==> config.mk <==
export PLATFORM = sky130hd
export DESIGN_NAME = syn_fifo_flex
export DESIGN_NICKNAME = d
export VERILOG_FILES = /design/src/rtl/fifo_pkg.sv /design/src/rtl/fifo_dpram.sv /design/src/rtl/syn_fifo_flex.sv
export SDC_FILE = /design/constraint.sdc
export NUM_CORES = 1
export LEC_CHECK = 0
export ABC_AREA = 1
export CORE_MARGIN = 5
export CORE_UTILIZATION = 49
export CTS_CLUSTER_DIAMETER = 150
export DETAILED_ROUTE_END_ITERATION = 6
export PLACE_DENSITY = 0.71
export SETUP_SLACK_MARGIN = 0.02
export SLEW_MARGIN = 10
export SYNTH_ARGS = -nofsm -noshare
export SYNTH_HDL_FRONTEND = slang
export SYNTH_SLANG_ARGS = --single-unit
==> constraint.sdc <==
create_clock -name clk -period 7 [get_ports clk]
set_input_delay 1.75 -clock clk [delete_from_list [all_inputs] [get_ports clk]]
set_output_delay 1.75 -clock clk [all_outputs]
set_load 0.02 [all_outputs]
==> src/rtl/fifo_pkg.sv <==
// -----------------------------------------------------------------------------
// fifo_pkg
// Shared definitions for the flexible synchronous FIFO family.
//   FIFO_MODE_REG  : read data registered, valid the cycle after an accepted read
//   FIFO_MODE_FWFT : first-word-fall-through, head word always presented
//   fifo_cnt_w()   : width of pointers/count; one extra bit above the address
//                    width so that "full" (count == DEPTH) is representable
// -----------------------------------------------------------------------------
package fifo_pkg;

    localparam int FIFO_MODE_REG  = 0;
    localparam int FIFO_MODE_FWFT = 1;

    function automatic int fifo_cnt_w(input int addr_width);
        return addr_width + 1;
    endfunction

endpackage

==> src/rtl/fifo_dpram.sv <==
// -----------------------------------------------------------------------------
// fifo_dpram
// Storage array for syn_fifo_flex: 2**ADDR_WIDTH words of DATA_WIDTH bits.
// Contents are not reset.
// Ports:
//   clk    in  clock for the write port
//   we     in  write enable
//   waddr  in  write address
//   wdata  in  write word
//   raddr  in  read address (asynchronous read)
//   rdata  out word at raddr
// -----------------------------------------------------------------------------
module fifo_dpram
    import fifo_pkg::*;
#(
    parameter int DATA_WIDTH = 8,
    parameter int ADDR_WIDTH = 4
) (
    input  logic                  clk,
    input  logic                  we,
    input  logic [ADDR_WIDTH-1:0] waddr,
    input  logic [DATA_WIDTH-1:0] wdata,
    input  logic [ADDR_WIDTH-1:0] raddr,
    output logic [DATA_WIDTH-1:0] rdata
);

    logic [DATA_WIDTH-1:0] mem_q [0:(2**ADDR_WIDTH)-1];

    // Synchronous write port.
    always_ff @(posedge clk) begin
        if (we) begin
            mem_q[waddr] <= wdata;
        end
    end

    assign rdata = mem_q[raddr];

endmodule

==> src/rtl/syn_fifo_flex.sv <==
// -----------------------------------------------------------------------------
// syn_fifo_flex
// Single-clock FIFO with selectable read mode (registered / FWFT), programmable
// almost-full / almost-empty thresholds, synchronous flush and sticky
// overflow / underflow flags.
// Ports:
//   clk, rst         clock; asynchronous active-high reset
//   flush            synchronous clear of pointers, count and error flags
//   w_en, w_data     write request and word
//   r_en             read request (FWFT: pop the presented head)
//   r_data           read word
//   is_empty/is_full count == 0 / count == DEPTH
//   almost_empty     count <= AE_LEVEL
//   almost_full      count >= AF_LEVEL
//   data_avail       words stored
//   room_avail       free slots
//   overflow         sticky: write attempted while full
//   underflow        sticky: read attempted while empty
// -----------------------------------------------------------------------------
module syn_fifo_flex
    import fifo_pkg::*;
#(
    parameter int DATA_WIDTH = 8,
    parameter int ADDR_WIDTH = 4,
    parameter int FWFT       = FIFO_MODE_REG,
    parameter int AF_LEVEL   = 12,
    parameter int AE_LEVEL   = 2
) (
    input  logic                  clk,
    input  logic                  rst,
    input  logic                  flush,
    input  logic                  w_en,
    input  logic [DATA_WIDTH-1:0] w_data,
    input  logic                  r_en,
    output logic [DATA_WIDTH-1:0] r_data,
    output logic                  is_empty,
    output logic                  is_full,
    output logic                  almost_empty,
    output logic                  almost_full,
    output logic [ADDR_WIDTH:0]   data_avail,
    output logic [ADDR_WIDTH:0]   room_avail,
    output logic                  overflow,
    output logic                  underflow
);

    localparam int CNT_W = fifo_cnt_w(ADDR_WIDTH);
    localparam int DEPTH = 2 ** ADDR_WIDTH;
    localparam logic [CNT_W-1:0] DEPTH_C = CNT_W'(DEPTH);
    localparam logic [CNT_W-1:0] AF_C    = CNT_W'(AF_LEVEL);
    localparam logic [CNT_W-1:0] AE_C    = CNT_W'(AE_LEVEL);
    localparam logic [CNT_W-1:0] ONE_C   = CNT_W'(1);

    if (AF_LEVEL < 1 || AF_LEVEL > DEPTH) begin : g_bad_af
        $error("syn_fifo_flex: AF_LEVEL out of range 1..DEPTH");
    end
    if (AE_LEVEL < 0 || AE_LEVEL > DEPTH - 1) begin : g_bad_ae
        $error("syn_fifo_flex: AE_LEVEL out of range 0..DEPTH-1");
    end
    if (FWFT != FIFO_MODE_REG && FWFT != FIFO_MODE_FWFT) begin : g_bad_mode
        $error("syn_fifo_flex: FWFT must be 0 or 1");
    end

    logic [CNT_W-1:0]      wr_ptr_q, wr_ptr_d;
    logic [CNT_W-1:0]      rd_ptr_q, rd_ptr_d;
    logic [CNT_W-1:0]      count_q, count_d;
    logic                  ovf_q, ovf_d;
    logic                  unf_q, unf_d;
    logic [DATA_WIDTH-1:0] rdata_q, rdata_d;
    logic [DATA_WIDTH-1:0] mem_rdata;
    logic                  wr_acc, rd_acc, mem_we;

    assign is_empty     = (count_q == {CNT_W{1'b0}});
    assign is_full      = (count_q == DEPTH_C);
    assign almost_empty = (count_q <= AE_C);
    assign almost_full  = (count_q >= AF_C);
    assign data_avail   = count_q;
    assign room_avail   = DEPTH_C - count_q;
    assign overflow     = ovf_q;
    assign underflow    = unf_q;

    // Acceptance is judged on the current count, so a full FIFO still takes a
    // read while rejecting the simultaneous write (and vice versa when empty).
    assign wr_acc = w_en & ~is_full;
    assign rd_acc = r_en & ~is_empty;
    assign mem_we = wr_acc & ~flush;

    fifo_dpram #(
        .DATA_WIDTH (DATA_WIDTH),
        .ADDR_WIDTH (ADDR_WIDTH)
    ) u_mem (
        .clk   (clk),
        .we    (mem_we),
        .waddr (wr_ptr_q[ADDR_WIDTH-1:0]),
        .wdata (w_data),
        .raddr (rd_ptr_q[ADDR_WIDTH-1:0]),
        .rdata (mem_rdata)
    );

    // Next-state for pointers, count, sticky flags and output register.
    always_comb begin
        wr_ptr_d = wr_ptr_q;
        rd_ptr_d = rd_ptr_q;
        count_d  = count_q;
        ovf_d    = ovf_q;
        unf_d    = unf_q;
        rdata_d  = rdata_q;
        if (flush) begin
            // Flush wins over any request on the same edge; r_data is kept.
            wr_ptr_d = {CNT_W{1'b0}};
            rd_ptr_d = {CNT_W{1'b0}};
            count_d  = {CNT_W{1'b0}};
            ovf_d    = 1'b0;
            unf_d    = 1'b0;
        end else begin
            if (wr_acc) begin
                wr_ptr_d = wr_ptr_q + ONE_C;
            end else if (w_en) begin
                ovf_d = 1'b1;
            end else begin
                wr_ptr_d = wr_ptr_q;
            end
            if (rd_acc) begin
                rd_ptr_d = rd_ptr_q + ONE_C;
                if (FWFT == FIFO_MODE_REG) begin
                    rdata_d = mem_rdata;
                end else begin
                    rdata_d = rdata_q;
                end
            end else if (r_en) begin
                unf_d = 1'b1;
            end else begin
                rd_ptr_d = rd_ptr_q;
            end
            case ({wr_acc, rd_acc})
                2'b10:   count_d = count_q + ONE_C;
                2'b01:   count_d = count_q - ONE_C;
                default: count_d = count_q;
            endcase
        end
    end

    // State registers.
    always_ff @(posedge clk or posedge rst) begin
        if (rst) begin
            wr_ptr_q <= {CNT_W{1'b0}};
            rd_ptr_q <= {CNT_W{1'b0}};
            count_q  <= {CNT_W{1'b0}};
            ovf_q    <= 1'b0;
            unf_q    <= 1'b0;
            rdata_q  <= {DATA_WIDTH{1'b0}};
        end else begin
            wr_ptr_q <= wr_ptr_d;
            rd_ptr_q <= rd_ptr_d;
            count_q  <= count_d;
            ovf_q    <= ovf_d;
            unf_q    <= unf_d;
            rdata_q  <= rdata_d;
        end
    end

    // FWFT presents the head word straight from the array.
    assign r_data = (FWFT == FIFO_MODE_FWFT) ? mem_rdata : rdata_q;

endmodule

Word level (Yosys, flattened, before mapping)

Memory sizes are Yosys's and may differ from the RTL's. A register that Yosys moved wholly into a read port is not among the register bits.
Index checks and enable logic that the tools add are counted.

Bits in registers: 17
RAM bits: 128
Logic and storage cells: 47
Memories kept: 1
Output and inout port bits: 24

Magnitude comparators: 2
Equality and inequality tests: 5
Reduce and logical (&&, ||, !) cells: 9
Bitwise logic cells: 6
$add $sub $neg: 5
Muxes and demuxes: 14

Memory list:

| name        | depth | width | rd ports | clocked after memory_dff | wr ports | RTL line         | text |
|---|---|---|---|---|---|---|---|
| u_mem.mem_q | 16    | 8     | 1        | 1                        | 1        | fifo_dpram.sv:27 | `logic [DATA_WIDTH-1:0] mem_q [0:(2**ADDR_WIDTH)-1];` |

Operators by type and width:

| kind                | number |
|---|---|
| $mux 5              | 5 |
| $add 5x1->5 const B | 3 |
| $pmux 5 s2          | 1 |
| $mux 1              | 8 |
| $reduce_bool 2->1   | 4 |
| $reduce_and 2->1    | 3 |
| $eq 5x5->1 const B  | 1 |
| $ge 5x4->1 const B  | 1 |
| $le 5x2->1 const B  | 1 |
| $logic_not 5->1     | 1 |
| $sub 5x1->5 const B | 1 |
| $sub 5x5->5 const A | 1 |
| $ne 2x2->1 const B  | 2 |
| $and 1x1->1         | 3 |
| $not 1->1           | 3 |
| $reduce_bool 3->1   | 1 |
| $eq 2x1->1 const B  | 1 |
| $eq 2x2->1 const B  | 1 |

Depth between registers and ports, before layout

Gate-level depths: netlist (run 1).

Word-level depth: 6
Mapped depth: 19
Depth with buffers taken out: 19

Cells and area by module

Synthesis (run 1) repeated with hierarchy kept, for this count alone.

Cells, all modules: 679
Area total of the unflattened synthesis: 6849.1 um2

Modules (own cells, without submodules):

| module        | area an instance (um2) | instances | cells an instance |
|---|---|---|---|
| fifo_dpram    | 5606.6                 | 1         | 543 |
| syn_fifo_flex | 1242.4                 | 1         | 136 |

Least setup slack after synthesis (run 1)

Ideal clock, no wire load.

Path type: input port to flip-flop
From: in flush
To: mem u_mem.mem_q[1][0], enable pin
Buffers on the path: 1
Setup slack: 3.781 ns
Library setup time: 0.383 ns
Data arrival time: 2.836 ns
Stages on the path: 4
Path through: buf_2 -> nor2_1 -> inv_2 -> nor3_1

Word-level cells in the longest chain between the ends: 4

Ends and longest elaborated chain:

| what                         | RTL line            | text |
|---|---|---|
| start, declared              | syn_fifo_flex.sv:31 | `input logic flush,` |
| $not 1->1 (no line)          | --                  |  |
| $and 1x1->1                  | syn_fifo_flex.sv:85 | `assign mem_we = wr_acc & ~flush;` |
| $mux 1                       | fifo_dpram.sv:31    | `if (we) begin` |
| $mux 1 (implied by the code) | fifo_dpram.sv:32    | `mem_q[waddr] <= wdata;` |
| end, declared                | fifo_dpram.sv:27    |  |

Every way passes these cells.

Worst setup path after layout (run 1)

From: reg count_q[1] (netlist: data_avail[1])
To: out is_empty

Word-level cells in the longest chain between the ends: 1

Ends and longest elaborated chain:

| what                   | RTL line             | text |
|---|---|---|
| start, declared        | syn_fifo_flex.sv:65  | `logic [CNT_W-1:0] count_q, count_d;` |
| start signal, assigned | syn_fifo_flex.sv:147 | `count_q <= {CNT_W{1'b0}};` |
| start signal, assigned | syn_fifo_flex.sv:154 | `count_q <= count_d;` |
| $logic_not 5->1        | syn_fifo_flex.sv:72  | `assign is_empty = (count_q == {CNT_W{1'b0}});` |
| end, declared          | syn_fifo_flex.sv:36  | `output logic is_empty,` |

Every way passes these cells.

==> results by group, run 1 <==
Run status
  – Status: finished, final reports clean

Logic synthesis
  – Ys async rst share: 0.152
  – Commonest cells in the netlist: nand2_1 (222), edfxtp_1 (128), nand3_1 (105)
  – Synth area leader: edfxtp_1
  – Largest cells by area after synthesis: edfxtp_1 (59%), nand2_1 (13%), dfrtp_1 (8.8%)
  – YS warnings: 0
  – Net Count, Synth: ~630
  – Avg Inst Size Synth: between 10 and 15 sq um
  – Cells after Synth: 604
  – Count leader, synth: nand2_1
  – Prevailing post-synth register cell: edfxtp_1
  – EDFF count, synth: about 130
  – Yosys cell types: 29
  – Sequential share of the synthesized area: 0.676
  – Yosys reg bits: about 150
  – Top-area cell type share of the netlist area: 0.588
  – Cell Area, Synth: about 0.0065 sq mm

GRT
  – Global-route wire length before repair: around 23000 um
  – Antenna violations before repair: 0
  – Pin count of the biggest net entering global routing: between 60 and 70
  – GRT busiest layer: met2
  – Met2 Usage GRT: 0.319
  – Number of global-route vias before repair: around 4300
  – M3 GR Usage: 0.0512
  – All-Layer GR Usage: 0.193
  – Met1 GRT Util: 0.239
  – Grt ovf: 0

Clocking
  – Clock slew at reported path FFs: about 0.060 ns
  – Clk sinks: about 150
  – # Post-CTS Setup Buffers: 0
  – CTS resizes: 0
  – Num CTS Buffers: 17
  – H-tree levels: 4
  – Clk Latency, worst-skew pair: around 0.42 ns
  – Root buffer cell: clkbuf_16
  – CTS tree: built
  – Max Root-Sink Buffers: 2
  – Hold_buf cts: 0

Power and ir drop
  – Max rail drop VDD: 0.215 mV
  – Pwr dens: 386 mW/mm^2
  – Leak: a little under 3 nW

STA
  – Worst slew pin tran: around 1.2 ns
  – Fmax: roughly 250 MHz
  – Worst Skew: 0.00909 ns
  – Hold Fails Final Rpt: 0
  – Setup violations, final: 0
  – Tightest slew margin relative to the limit: 0.190
  – Final Cycle Share: 0.579
  – Hold WS: approximately 0.49 ns
  – Min Tclk post-route: 4.05 ns
  – Final setup TNS: 0 ns
  – RSZ-0062 raised after global routing: false
  – Max Slew Vio Count: 0

Die
  – Die area: about 0.016 sq mm
  – Chip height: 126 um
  – Core ar.: 0.0131 sq mm
  – Ports: 37
  – Die X-Extent: around 130 um
  – Starting Density: 0.498
  – Cell Rows: 42

Cells and area
  – Fillers: around 1100
  – Syn-to-layout area delta: 16.0%
  – Share of layout cells above drive strength 1: 0.0820
  – Post-layout util: 0.577
  – Nets: between 600 and 700
  – Antenna cells: 0
  – Post-route insts no fill: between 800 and 900

Route
  – WL/cell: roughly 18 um
  – Routed vias: roughly 4500
  – DRC viols: 0
  – Vias per Instance: about 5.5
  – Drt total wl: ~15000 um
  – DRT antenna net count: 0
  – 1st-pass router iterations: 5
  – Initial DRC Count: approximately 560

Hold path
  – Min-delay src: r_data[6]$_DFFE_PP0P_
  – Hold endpoint: r_data[6]$_DFFE_PP0P_
  – Worst hold path type: flip-flop to flip-flop
  – Worst Hold Depth: 2

Setup path
  – CP endpoint kind: primary output
  – Kind of critical path: flip-flop to primary output
  – Peak fanout along the critical path: 6
  – Data required time at the worst endpoint: roughly 5.3 ns
  – Reg2Reg Depth: 10
  – Reg2reg start: data_avail[0]$_DFFE_PP0P_
  – Capturing point of the worst reg2reg path: u_mem.mem_q[2][0]$_DFFE_PP_
  – Worst Setup Start Kind: flip-flop
  – Arr. time, crit path: roughly 2.3 ns
  – FF-to-FF setup slack: around 4.0 ns

Place
  – Placer Congestion: about 0.84
  – PortBufs: 36
  – Placed insts: about 800
  – DP HPWL: between 9000 and 10000 um

Job
  – Maxcap violations: 0
[layer usage]
layer  routed length, um  part of all wire
met1                6030              0.41
met2                7210              0.49
met3                 897             0.061
met4                 484             0.033
met5                   0                 0
[area by class of cell]
cell class,count,area (sq um),area share
clock buffer,17,425,0.0561
clock inverter,15,234,0.0308
sequential,151,4420,0.583
multi-input combinational,394,1790,0.236
inverter,31,116,0.0153
tap,176,220,0.0290
timing repair buffer,38,375,0.0495
[sequential cells by signal, indices dropped and copies added, names as in the netlist]
name / cells
u_mem.mem_q: 128
r_data: 8
data_avail: 5
rd_ptr_q: 4
wr_ptr_q: 4
overflow: 1
underflow: 1
[cells in the final DEF, fill, tap and decap left out, types with 13 or more instances in the layout]
| cell type | instances |
|---|---|
| inv_2 | 14 |
| clkbuf_16 | 17 |
| nand3_1 | 105 |
| edfxtp_1 | 128 |
| inv_1 | 16 |
| nand2_1 | 222 |
| nor3_1 | 13 |
| nor2_1 | 13 |
| dfrtp_1 | 22 |
| clkdlybuf4s50_1 | 36 |
[power breakdown]
part / leakage [nW] / internal (mW) / switching, mW / total [mW]
Combinational: 1.16 / 0.301 / 0.544 / 0.845
Sequential: 1.45 / 1.03 / 0.0378 / 1.07
Clock: 0.319 / 0.641 / 0.372 / 1.01
Total: 2.93 / 1.97 / 0.954 / 2.93
[per-stage QoR]
stage	setup WS (ns)	area [sq um]	total power, mW
after floorplan	3.78	6540	1.67
after global placement	2.98	6930	1.91
after detailed placement	2.85	6930	1.93
after CTS	2.92	7580	2.94
after global routing	2.77	7580	3.07
final	2.95	7580	2.93
[cells by family (layout without fill, tap and decap cells)]
family,Yosys count,after routing,share of synthesized area
and+or+nand+nor,359,359,0.233
DFF,151,151,0.676
buffers and inverters,59,101,0.0498
AOI/OAI and AO/OA,22,22,0.0186
adders and majority gates,10,10,0.0191
xor gates and xnor gates,3,3,0.00402
[how the worst max path moves through the flow]
| stage | depth (start not counted) | slack [ns] | to | from |
|---|---|---|---|---|
| 4_1_cts | 6 | 2.92 | is_empty | data_avail[0]$_DFFE_PP0P_ |
| 6_report | 6 | 2.95 | is_empty | data_avail[1]$_DFFE_PP0P_ |
| 5_1_grt | 6 | 2.77 | is_empty | data_avail[0]$_DFFE_PP0P_ |
| 2_1_floorplan | 4 | 3.78 | u_mem.mem_q[1][0]$_DFFE_PP_ | flush |
| 3_5_place_dp | 4 | 2.85 | u_mem.mem_q[2][0]$_DFFE_PP_ | flush |
| 3_3_place_gp | 5 | 2.98 | u_mem.mem_q[2][5]$_DFFE_PP_ | w_en |
[worst max-delay path, stage by stage, from the launching register on]
cell and delay (ns):
dfrtp_1 0.43, inv_1 0.14, ha_1 0.20, nand2_1 0.06, nor2_1 0.14, ha_1 0.27, clkdlybuf4s50_1 0.64
No activity file was read; power rests on OpenSTA's default activity.
==> run 2: changes to the inputs <==
Clock period 7 ns to 3.92 ns, I/O delays scaled along.
==> run 2 against run 1 <==
Against the previous run:
- non-clock buffer count increased by 12
- final cell count increased by 1.5%
- global-route usage decreased by 0.13 points
- clock-buffer cell count increased by 3
- register-to-register slack got worse by 2.8 ns
- die area unchanged
- sequential share of layout area about the same
- sequential power increased by 79%
- flip-flop and latch count unchanged
- utilization about the same
- critical endpoint is now room_avail[4]
- largest cell class unchanged
==> results by group, run 2 (same netlist as run 1, synthesis figures left out) <==
GRT
  – Pin count of the biggest net entering global routing: 68 (-1.4%)
  – All-Layer GR Usage: 0.192 (-0.00130)
  – Global-route wire length before repair: 23500 um (+1.1%)
  – Grt ovf: 0 (unchanged)
  – Antenna violations before repair: 0 (unchanged)
  – Number of global-route vias before repair: 4404 (+1.4%)

STA
  – Final Cycle Share: 0.845
  – Tightest slew margin relative to the limit: 0.252 (+0.0622)
  – Max Slew Vio Count: 0 (unchanged)
  – Setup violations, final: 0 (unchanged)
  – Min Tclk post-route: 3.31 ns
  – Hold Fails Final Rpt: 0 (unchanged)
  – Final setup margin: 0.608 ns (-2.34 ns)
  – Final setup TNS: 0 ns (unchanged)
  – Worst slew pin tran: 1.12 ns (-0.0857 ns)
  – RSZ-0062 raised after global routing: false
  – Worst Skew: 0.00873 ns (-0.000366 ns)
  – Fmax: about 300 MHz

Route
  – 1st-pass router iterations: 5 (unchanged)
  – Routed vias: 4570 (+1.8%)
  – WL met2: 7030 um (-2.4%)
  – Routed met3 length: 1010 um (+13%)
  – WL/cell: 17.6 um (-1.2%)
  – Post-Route M1 WL: 6240 um (+3.5%)
  – Vias per Instance: 5.48 (+0.34%)
  – DRT antenna net count: 0 (unchanged)
  – Top Metal Used: met4
  – Initial DRC Count: 580 (+3.0%)
  – DRC viols: 0 (unchanged)
  – Drt total wl: 14600 um (+0.21%)

Power and ir drop
  – Pwr dens: 654 mW/mm^2 (+70%)
  – Net Sw Frac: 0.332 (+0.00592)
  – Max rail drop VDD: 0.280 mV (+30%)
  – Logic pwr share: 0.302 (+0.013)
  – Register share of total power: 0.384 (+0.019)
  – P_int: 3.31 mW (+68%)
  – Part of the power in the clock network: 0.314 (-0.032)
  – Sw Pwr: 1.65 mW (+73%)
  – Leak: 2.94 nW (+0.16%)

Die
  – Die X-Extent: 126 um (unchanged)
  – Chip height: 126 um (unchanged)
  – Ports: 37 (unchanged)
  – Core ar.: 0.0131 sq mm (unchanged)
  – Starting Density: 0.498 (unchanged)
  – Cell Rows: 42 (unchanged)
  – Die area: 0.0158 sq mm (unchanged)

Cells and area
  – Post-route insts no fill: 834 (+1.5%)
  – Antenna cells: 0 (unchanged)
  – Number of flip-flops in the largest register: 128 (unchanged)
  – Commonest cells after routing, fill and taps aside: nand2_1 (222), edfxtp_1 (128), nand3_1 (105)
  – Post-layout util: 0.577 (about the same)
  – Nets: 668 (+1.8%)
  – Commonest non-fill, non-tap cell in the layout: nand2_1
  – Share of layout cells above drive strength 1: 0.0957 (+0.0137)
  – Reg with most FFs: u_mem.mem_q
  – Syn-to-layout area delta: 16.0% (about the same)

Place
  – PortBufs: 36 (unchanged)
  – Placed insts: 802 (+1.5%)
  – Pre-CTS WS: 0.825 ns (-2.02 ns)
  – Placer Congestion: 0.831 (-0.84%)
  – DP HPWL: 8970 um (-3.5%)

Setup path
  – Worst Setup Start Kind: flip-flop
  – Arr. time, crit path: 2.33 ns (+0.03 ns)
  – Worst Setup SP: data_avail[1]$_DFFE_PP0P_
  – Peak fanout along the critical path: 6 (unchanged)
  – Crit-path max cell delay: 0.59 ns (-0.05 ns)
  – Capturing point of the worst reg2reg path: u_mem.mem_q[0][6]$_DFFE_PP_
  – Reg2Reg Depth: 10 (unchanged)
  – Data required time at the worst endpoint: 2.94 ns (-2.31 ns)
  – Kind of critical path: flip-flop to primary output
  – Reg2reg start: data_avail[0]$_DFFE_PP0P_
  – Worst Setup EP: room_avail[4]
  – CP endpoint kind: primary output
  – CP Cell Sequence: inv_1 > ha_1 > nand2_1 > nor2_1 > ha_1 > inv_1 > clkdlybuf4s50_1
  – Critical path's slowest cell: clkdlybuf4s50_1
  – FF-to-FF setup slack: 1.12 ns (-2.83 ns)

Clocking
  – CTS resizes: 0 (unchanged)
  – Hold_buf cts: 0 (unchanged)
  – CTS tree: built
  – Clock slew at reported path FFs: 0.06 ns (about the same)
  – Clk sinks: 151 (unchanged)
  – # Post-CTS Setup Buffers: 0 (unchanged)
  – H-tree levels: 4 (unchanged)
  – Clk Latency, worst-skew pair: 0.42 ns (about the same)
  – Root buffer cell: clkbuf_16
  – Max Root-Sink Buffers: 2 (unchanged)
  – Num CTS Buffers: 17 (unchanged)

Hold path
  – Min-delay src: r_data[1]$_DFFE_PP0P_
  – Worst Hold Depth: 2 (unchanged)
  – Worst hold path type: flip-flop to flip-flop

Run status
  – Status: finished, final reports clean

Job
  – Maxcap violations: 0 (unchanged)
## run 2: worst min-delay path by stage
stage | slack (ns) | endpoint
floorplan | 0.50 | wr_ptr_q[3]$_DFFE_PP0P_
global placement | 0.47 | r_data[0]$_DFFE_PP0P_
detailed placement | 0.47 | r_data[6]$_DFFE_PP0P_
CTS | 0.49 | r_data[6]$_DFFE_PP0P_
global route | 0.51 | r_data[6]$_DFFE_PP0P_
finish | 0.49 | r_data[1]$_DFFE_PP0P_
## run 2: worst max-delay path, delay by kind of cell (launching register included)
| kind | cells | cell delay, ns |
|---|---|---|
| adder cells (fa/ha/maj) | 2 | 0.46 |
| flip-flops | 1 | 0.44 |
| buffers and inverters | 3 | 0.80 |
| AND/OR/NAND/NOR | 2 | 0.22 |
## run 2: power groups by stage
stage | Sequential [mW] | Combinational (mW) | Clock (mW)
5_1_grt | 1.92 | 1.65 | 1.64
2_1_floorplan | 2.00 | 0.977 | 0
4_1_cts | 1.91 | 1.51 | 1.57
3_5_place_dp | 1.94 | 1.49 | 0
6_report | 1.91 | 1.50 | 1.56
3_3_place_gp | 1.93 | 1.46 | 0
## run 2: per-stage QoR
stage               instance area, sq um  power [mW]  hold slack, ns
finish                              7580        4.96           0.488
global route                        7580        5.22           0.513
CTS                                 7580        4.98           0.489
detailed placement                  7020        3.43           0.474
global placement                    7020        3.39           0.474
floorplan                           6540        2.98           0.495
## run 2: final cells by class
| class | instances | area, sq um |
|---|---|---|
| Fill cell | 1052 | 5560 |
| Sequential cell | 151 | 4420 |
| Multi-Input combinational cell | 394 | 1790 |
| Timing Repair Buffer | 50 | 465 |
| Clock buffer | 20 | 437 |
| Tap cell | 176 | 220 |
| Clock inverter | 12 | 129 |
| Inverter | 31 | 116 |
## run 2: layer usage
metal / global-route usage / vias up
li1: - / 2147
met1: 0.260 / 2184
met2: 0.300 / 198
met3: 0.0486 / 41
met4: 0.0727 / 0
met5: 0 / -
==> run 3: changes to the inputs <==
Settings changed: PLACE_DENSITY 0.71 to 0.74.
Clock period 3.92 ns to 2.93 ns, I/O delays scaled along.
==> run 3 against run 2 <==
Against the previous run:
- wire length is 3.2% higher
- via count is 0.39% higher
- setup slack worse by 0.42 ns
- first-iteration DRC count is 0.86% higher
- die area stayed put
- critical path depth stayed put
- sequential share of layout area is 0.86 points lower
- final cell count is 1.4% higher
- clock power is 37% higher
- largest cell class unchanged
- largest power group unchanged
- highest routed layer unchanged
==> results by group, run 3 (same netlist as run 1, synthesis figures left out) <==
Run status
  – Status: finished, final reports clean

Place
  – Placer Congestion: 0.857 (+3.1%)
  – Pre-CTS WS: 0.338 ns (-0.488 ns)
  – DP HPWL: 9670 um (+7.8%)
  – PortBufs: 36 (unchanged)

Setup path
  – CP endpoint kind: primary output
  – Data required time at the worst endpoint: 2.20 ns (-0.74 ns)
  – Buf/Inv on CP: 3 (unchanged)
  – CP Cell Sequence: inv_1 > ha_1 > nand2_1 > nor2_1 > ha_1 > inv_1 > dlygate4sd2_1
  – Kind of critical path: flip-flop to primary output
  – Peak fanout along the critical path: 6 (unchanged)
  – Crit-path max cell delay: 0.43 ns (-0.16 ns)
  – Critical path's slowest cell: dfrtp_1
  – Arr. time, crit path: 2.01 ns (-0.32 ns)
  – Worst Setup Start Kind: flip-flop
  – CP top delay family: buffers and inverters

Hold path
  – Worst hold path type: flip-flop to flip-flop

Power and ir drop
  – Logic pwr share: 0.299 (-0.003)
  – Max rail drop VDD: 0.406 mV (+45%)
  – Pwr dens: 873 mW/mm^2 (+33%)
  – Power, Total: 6.72 mW (+35%)
  – Part of the power in the clock network: 0.317 (+0.003)
  – P_int: 4.44 mW (+34%)
  – Sw Pwr: 2.27 mW (+38%)
  – Leak: 3.02 nW (+2.9%)
  – Register share of total power: 0.384 (about the same)
  – Net Sw Frac: 0.339 (+0.00637)

Clocking
  – CTS resizes: 3 (+3)
  – Clk sinks: 151 (unchanged)
  – Clock slew at reported path FFs: 0.06 ns (about the same)
  – Num CTS Buffers: 17 (unchanged)
  – H-tree levels: 4 (unchanged)
  – Hold_buf cts: 0 (unchanged)
  – CTS tree: built
  – Root buffer cell: clkbuf_16
  – # Post-CTS Setup Buffers: 0 (unchanged)
  – Max Root-Sink Buffers: 2 (unchanged)
  – Clk Latency, worst-skew pair: 0.41 ns (about the same)

Cells and area
  – Commonest non-fill, non-tap cell in the layout: nand2_1
  – Syn-to-layout area delta: 17.7%
  – Reg with most FFs: u_mem.mem_q
  – Share of layout cells above drive strength 1: 0.115 (+0.0192)
  – Number of flip-flops in the largest register: 128 (unchanged)
  – Nets: 680 (+1.8%)
  – Antenna cells: 0 (unchanged)
  – Commonest cells after routing, fill and taps aside: nand2_1 (222), edfxtp_1 (128), nand3_1 (105)

Die
  – Starting Density: 0.498 (unchanged)
  – Ports: 37 (unchanged)
  – Die X-Extent: 126 um (unchanged)
  – Chip height: 126 um (unchanged)
  – Cell Rows: 42 (unchanged)
  – Core ar.: 0.0131 sq mm (unchanged)
  – Die area: 0.0158 sq mm (unchanged)

STA
  – Worst slew pin tran: 0.727 ns (-0.394 ns)
  – Final setup TNS: 0 ns (unchanged)
  – Final Cycle Share: 0.935
  – Max Slew Vio Count: 0 (unchanged)
  – Setup violations, final: 0 (unchanged)
  – Tightest slew margin relative to the limit: 0.514 (+0.262)
  – Fmax: 365 MHz
  – Worst Skew: 0.00589 ns (-0.00284 ns)
  – RSZ-0062 raised after global routing: false
  – Final setup margin: 0.190 ns (-0.418 ns)
  – Hold Fails Final Rpt: 0 (unchanged)
  – Min Tclk post-route: between 2 and 3 ns

Route
  – WL/cell: 17.9 um (+1.7%)
  – Top Metal Used: met4
  – Initial DRC Count: 585 (+0.86%)
  – Drt total wl: 15100 um (+3.2%)
  – DRT antenna net count: 0 (unchanged)
  – Post-Route M1 WL: 6460 um (+3.4%)
  – Routed vias: 4588 (+0.39%)
  – Routed met3 length: 934 um (-7.5%)
  – 1st-pass router iterations: 5 (unchanged)
  – DRC viols: 0 (unchanged)
  – WL met2: 7510 um (+6.9%)
  – Vias per Instance: 5.42 (-1.0%)

GRT
  – Grt ovf: 0 (unchanged)
  – Global-route wire length before repair: 24300 um (+3.4%)
  – Pin count of the biggest net entering global routing: 49 (-28%)
  – All-Layer GR Usage: 0.198 (+0.00627)
  – Antenna violations before repair: 0 (unchanged)
  – Number of global-route vias before repair: 4477 (+1.7%)

Job
  – Maxcap violations: 0 (unchanged)
[run 3: through the flow]
step	util	instance area, sq um	hold WS [ns]	std cells
final	0.586	7690	0.480	846
after global routing	0.586	7690	0.521	846
after CTS	0.586	7690	0.487	846
after detailed placement	0.542	7120	0.473	814
after global placement	0.542	7120	0.470	814
after floorplan	-	6540	0.495	604
[run 3: area by class of cell]
| class | instances | area, sq um |
|---|---|---|
| multi-input combinational | 394 | 1790 |
| inverter | 31 | 116 |
| clock buffer | 18 | 429 |
| timing repair buffer | 62 | 564 |
| sequential | 151 | 4420 |
| tap | 176 | 220 |
| clock inverter | 14 | 151 |
| fill | 1043 | 5440 |
[run 3: worst reg2reg max path, delay by kind of cell, from the launching register on]
family	cells	cell delay (ns)
simple gates	6	0.97
fa+ha+maj	2	0.46
buf+inv	3	0.36
flops	1	0.42
[run 3: final timing paths]
path                                                 from                     endpoint  slack, ns  depth (start not counted)
min in group asynchronous                             rst        r_data[0]$_DFFE_PP0P_       0.67                          2
worst max-delay path            data_avail[0]$_DFFE_PP0P_                room_avail[4]       0.19                          7
worst max register to register  data_avail[0]$_DFFE_PP0P_  u_mem.mem_q[4][2]$_DFFE_PP_       0.44                         11
worst min-delay path                r_data[5]$_DFFE_PP0P_        r_data[5]$_DFFE_PP0P_       0.48                          2
worst min register to register      r_data[5]$_DFFE_PP0P_        r_data[5]$_DFFE_PP0P_       0.48                          2
max in group asynchronous                             rst    data_avail[2]$_DFFE_PP0P_       1.70                          3
[run 3: per-layer routing]
layer  global-route usage  vias to the layer above
met1                0.274                     2230
li1                     -                     2169
met3               0.0384                       17
met4               0.0555                        0
met2                0.323                      172
met5                    0                        -
[run 3: power groups by stage]
| stage | combinational, mW | clock, mW | sequential (mW) |
|---|---|---|---|
| finish | 2.01 | 2.13 | 2.58 |
| global route | 2.22 | 2.25 | 2.60 |
| CTS | 2.02 | 2.13 | 2.58 |
| detailed placement | 2.03 | 0 | 2.62 |
| global placement | 1.97 | 0 | 2.61 |
| floorplan | 1.31 | 0 | 2.68 |
